## src/rtl/sap_1_controller_sequencer.sv

```systemverilog
// SAP-1 controller-sequencer: six-state ring counter (T1..T6) decoding the IR opcode into the 12-bit control word.
// Latency: CON/T/HltN are registered together, valid clk-to-q after each rising edge; no backpressure, HLT freezes everything until ClrN.
module sap_1_controller_sequencer (
    input  logic        ClkN,
    input  logic        ClrN,
    input  logic [7:4]  opcode,
    output logic [11:0] CON,
    output logic [6:1]  T,
    output logic        HltN
);

    typedef enum logic [2:0] {
        S_IDLE = 3'd0,
        S_T1   = 3'd1,
        S_T2   = 3'd2,
        S_T3   = 3'd3,
        S_T4   = 3'd4,
        S_T5   = 3'd5,
        S_T6   = 3'd6
    } state_t;

    localparam logic [3:0] OP_LDA = 4'b0000;
    localparam logic [3:0] OP_ADD = 4'b0001;
    localparam logic [3:0] OP_SUB = 4'b0010;
    localparam logic [3:0] OP_OUT = 4'b1110;
    localparam logic [3:0] OP_HLT = 4'b1111;

    // {Cp, Ep, LMbar, CEbar, LIbar, EIbar, LAbar, Ea, Su, Eu, LBbar, LObar}
    localparam logic [11:0] CW_NOP     = 12'h3E3;
    localparam logic [11:0] CW_FETCH1  = 12'h5E3;
    localparam logic [11:0] CW_FETCH2  = 12'hBE3;
    localparam logic [11:0] CW_FETCH3  = 12'h263;
    localparam logic [11:0] CW_IR2MAR  = 12'h1A3;
    localparam logic [11:0] CW_RAM2A   = 12'h2C3;
    localparam logic [11:0] CW_RAM2B   = 12'h2E1;
    localparam logic [11:0] CW_ADD2A   = 12'h3C7;
    localparam logic [11:0] CW_SUB2A   = 12'h3CF;
    localparam logic [11:0] CW_A2OUT   = 12'h3F2;

    state_t      state_q, state_d;
    logic [6:1]  t_q, t_d;
    logic [11:0] con_q, con_d;
    logic        hlt_n_q, hlt_n_d;

    function automatic logic [6:1] state_onehot(input state_t s);
        logic [6:1] oh;
        oh = 6'b000000;
        case (s)
            S_T1:    oh = 6'b000001;
            S_T2:    oh = 6'b000010;
            S_T3:    oh = 6'b000100;
            S_T4:    oh = 6'b001000;
            S_T5:    oh = 6'b010000;
            S_T6:    oh = 6'b100000;
            default: oh = 6'b000000;
        endcase
        return oh;
    endfunction

    function automatic logic [11:0] decode(input state_t s, input logic [3:0] op);
        logic [11:0] cw;
        cw = CW_NOP;
        case (s)
            S_T1: cw = CW_FETCH1;
            S_T2: cw = CW_FETCH2;
            S_T3: cw = CW_FETCH3;
            S_T4: begin
                case (op)
                    OP_LDA, OP_ADD, OP_SUB: cw = CW_IR2MAR;
                    OP_OUT:                 cw = CW_A2OUT;
                    default:                cw = CW_NOP;
                endcase
            end
            S_T5: begin
                case (op)
                    OP_LDA:         cw = CW_RAM2A;
                    OP_ADD, OP_SUB: cw = CW_RAM2B;
                    default:        cw = CW_NOP;
                endcase
            end
            S_T6: begin
                case (op)
                    OP_ADD:  cw = CW_ADD2A;
                    OP_SUB:  cw = CW_SUB2A;
                    default: cw = CW_NOP;
                endcase
            end
            default: cw = CW_NOP;
        endcase
        return cw;
    endfunction

    always_comb begin
        state_d = state_q;
        t_d     = t_q;
        con_d   = con_q;
        hlt_n_d = hlt_n_q;
        // Once halted every register holds; only the async clear leaves this.
        if (hlt_n_q) begin
            case (state_q)
                S_IDLE:  state_d = S_T1;
                S_T1:    state_d = S_T2;
                S_T2:    state_d = S_T3;
                S_T3:    state_d = S_T4;
                S_T4:    state_d = S_T5;
                S_T5:    state_d = S_T6;
                S_T6:    state_d = S_T1;
                default: state_d = S_IDLE;
            endcase
            t_d   = state_onehot(state_d);
            con_d = decode(state_d, opcode);
            if (state_d == S_T4 && opcode == OP_HLT) begin
                hlt_n_d = 1'b0;
            end
        end
    end

    always_ff @(posedge ClkN or negedge ClrN) begin
        if (!ClrN) begin
            state_q <= S_IDLE;
            t_q     <= 6'b000000;
            con_q   <= CW_NOP;
            hlt_n_q <= 1'b1;
        end else begin
            state_q <= state_d;
            t_q     <= t_d;
            con_q   <= con_d;
            hlt_n_q <= hlt_n_d;
        end
    end

    assign CON  = con_q;
    assign T    = t_q;
    assign HltN = hlt_n_q;

endmodule

```

## config.mk

```make
export PLATFORM = sky130hd
export DESIGN_NAME = sap_1_controller_sequencer
export DESIGN_NICKNAME = d
export VERILOG_FILES = /design/src/rtl/sap_1_controller_sequencer.sv
export SDC_FILE = /design/constraint.sdc
export NUM_CORES = 1
export LEC_CHECK = 0
export ABC_AREA = 1
export BUFFER_PORTS_ARGS = -buffer_cell sky130_fd_sc_hd__buf_2
export CAP_MARGIN = 5
export CORE_MARGIN = 8
export CORE_UTILIZATION = 30
export CTS_CLUSTER_SIZE = 12
export DETAILED_ROUTE_END_ITERATION = 16
export HOLD_SLACK_MARGIN = 0.08
export PLACE_DENSITY = 0.52
export SETUP_SLACK_MARGIN = 0.15
export SYNTH_ARGS = -nofsm -noshare
export SYNTH_HDL_FRONTEND = slang
export SYNTH_SLANG_ARGS = --single-unit
```

## constraint.sdc

```tcl
create_clock -name ClkN -period 1 [get_ports ClkN]
set_input_delay 0.15 -clock ClkN [delete_from_list [all_inputs] [get_ports ClkN]]
set_output_delay 0.15 -clock ClkN [all_outputs]
set_load 0.01 [all_outputs]
```

==> reports/results.txt <==
Critical path depth in cells - 2
Fin. Hold Viols - 0
IO Port Bufs - 24
Mux cell area share after synthesis - 0%
Hold Crit Class - in2reg
Residual DRC - 0
Clk pin slew, worst setup/hold paths - 0.12 ns
Largest net degree at the start of global routing - 21
Worst slew margin - 69.34%
Max Used Layer - met3
CP dominant cell by count - buf_6
Synth Register Bits - 20
WL met3 - 157 µm
WL met1 - 991 µm
DIE HEIGHT - 70.76 µm
Clk sinks - 20
Yosys cell types - 21
Setup crit start kind - flip-flop
Peak supply drop - 0.9682 mV
Final Slew Violations - 0
Fin crit period - 1.206 ns
Synth Area in XOR/XNOR - 0%
Initial DRC Count - 18
Total track usage - 9.473%
Bufs and invs on worst path - 2
Final worst slack - -0.2058 ns
Die Wd - 70.76 µm
R2R depth - 6
Critical Path RT - 0.85 ns
WL final - 2190 µm
Synthesized instance count - 105
Period utilization - 120.6%
Simple-Gate Fraction of Synth Area - 27.68%
DIE AREA - 5007 µm²
Gpl congestion - 0.8371
Starting density of the core - 30.47%
Grt total ovfl - 0
Post-synthesis compound-gate area fraction - 7.928%
Place WS - -0.1221 ns
# setup viols final - 27
Peak per-stage delay on the critical path - 0.56 ns
Main combinational cell family by area after synthesis - simple AND/OR/NAND/NOR gates
Failing checks - negative setup slack
Sequential share of power - 34.9%
Net Sw Frac - 38.15%
# Max-Cap Violations - 0
# nets final - 160
CP endpoint kind - primary output
Dpl hpwl - 1579 µm
1st-pass router iterations - 4
Least-Margin Pin Slew - 0.4599 ns
Sw Pwr - 1477 µW
Filler cells - 299
Status - complete, but fails checks
Area delta synth->final - 50.49%
Crit path DAT - 1.06 ns
Register area share after synthesis - 56.75%
Worst r2r src - HltN
Min Hold Slack - 0.1382 ns
Worst-path fanout max - 2
Fraction of layout cells with a size suffix above 1 - 48.37%
CTS tree - done
RSZ-0062 raised after global routing - true
Worst Setup SP - HltN
Slowest-stage cell, CP - dfstp_2
Syn Area/Cell - 8.568 µm²
Initial antenna violation count - 0
Ant diodes - 0
Bufs on Longest Clock Path - 2
Leakage power figure - 0.0006908 µW
Fmax - 829.3 MHz
Routed Antenna Nets - 0
Crit Path Class - reg2out
Clock Tree Root - clkbuf_4
Synth Net Count - 111
Top cell type's share of synthesized area - 33.38%
Power per cell area - 2860 nW/µm²
Vias per cell - 4.473
Hold Startpoint - opcode[5]
Vias in the first global route - 867
Routed via count - 832
Adder-Cell Fraction of Synth Area - 0%
Core Region - 2953 µm²
Synth warn - 0
Number of placement rows - 20
Num ports - 25
Combinational share of power - 52.9%
Clk_lat worst skew - 0.30 ns
First-pass GRT wire length - 3981 µm
Mapped Area - 899.6 µm²
H-tree Lvls - 1
Top post-synthesis cells by area - dfrtp_1 (33%), dfstp_2 (23%), nand2_1 (13%)
Routed length per instance - 11.77 µm
Met2 wire length - 1041 µm
Clock share of power - 12.2%
CP delay by family, top - flip-flops
Post-synth top area cell - dfrtp_1
Power Internal - 2395 µW
Setup Skew - 0.001875 ns
Sequence of cells on the critical path - buf_6 > buf_6
Cts bufs inserted - 3
WHS Path Cells - 3
-- power groups by stage --
stage          logic, µW  registers, µW  clock network (µW)
2_1_floorplan        769           1460                   0
5_1_grt             2250           1390                 521
4_1_cts             1990           1340                 490
3_5_place_dp        1430           1370                   0
6_report            2050           1350                 472
3_3_place_gp        1420           1360                   0
-- sequential cells by signal, summed over array words and instances (netlist names) --
register,count
HltN,1
T,6
CON,10
state_q,3
-- worst paths after layout --
path	endpoint	slack, ns
worst max register to register	CON[1]	-0.15
max in group asynchronous	CON[9]	0.34
worst max-delay path	HltN	-0.21
worst min-delay path	CON[3]	0.14
min in group asynchronous	T[4]	0.32
worst min register to register	T[4]	0.49
-- metal layers --
layer | up-vias | track usage, %
li1 | 431 | -
met1 | 384 | 11.62
met2 | 17 | 14.73
met3 | 0 | 3.531
met4 | 0 | 3.464
met5 | - | 0
-- cells by family (layout without fill, tap and decap cells) --
| kind of cell | Yosys count | after routing |
|---|---|---|
| flops | 20 | 20 |
| compound gates | 13 | 13 |
| simple gates | 57 | 57 |
| buf+inv | 15 | 63 |
-- stage by stage --
stage | setup TNS [ns] | instance area, µm² | power, µW | std cells | utilization [%]
after detailed placement | -0.5424 | 1115 | 2802 | 168 | 37.75
after floorplan | -0.4866 | 912.1 | 2228 | 105 | -
after global routing | -4.281 | 1354 | 4159 | 186 | 45.85
after CTS | -2.617 | 1329 | 3820 | 184 | 45.00
after global placement | -0.3684 | 1115 | 2786 | 168 | 37.75
final | -2.671 | 1354 | 3872 | 186 | 45.85
-- final cells by class --
type,instances,area [µm²],share of cell area [%]
sequential,20,513.0,37.89
timing repair buffer,48,370.4,27.36
multi-input combinational,70,349.1,25.79
inverter,11,43.79,3.235
tap,33,41.29,3.050
clock buffer,4,36.28,2.680
-- cell usage after synthesis --
library cell  number
a21oi_1            2
a31oi_1            1
buf_2              1
buf_4              3
dfrtp_1           12
dfstp_2            8
inv_1              8
inv_2              3
nand2_1           30
nand2_2            2
nand3_1            4
nand3_2            1
nand4_1            2
nor2_1            14
nor2_2             2
nor2_4             1
nor3_1             1
o21a_1             1
o21ai_0            3
o21ai_1            5
o31ai_1            1
-- cell usage in the layout, fill, tap and decap left out --
master	count
o31ai_1	1
clkbuf_8	1
dfstp_2	8
nand2_2	3
clkbuf_4	3
buf_6	12
nor3_1	1
inv_2	3
o21ai_1	8
nand3_4	1
nand3_2	1
dlygate4sd3_1	1
nand3_1	3
dfrtp_2	2
inv_4	1
a31oi_1	1
nor2_1	14
dfrtp_1	10
a21oi_1	1
nand2_1	29
inv_1	7
nand4_1	2
o21a_1	1
nor2_4	3
buf_2	15
a21oi_2	1
buf_4	20
-- timing repair --
item,in CTS,in global routing
hold buffers,1,0
endpoints found under the setup margin,39,39
gates resized for setup,19,2
endpoints found under the hold margin,12,0
buffers inserted,11,2
cloned,0,0
pin swaps,2,2
-- worst reg2reg max path, delay by kind of cell, from the launching register on --
kind | cells | cell delay [ns]
buffers and inverters | 2 | 0.23
flip-flops | 1 | 0.56
AND/OR/NAND/NOR | 4 | 0.32
No activity file was read; power rests on OpenSTA's default activity.
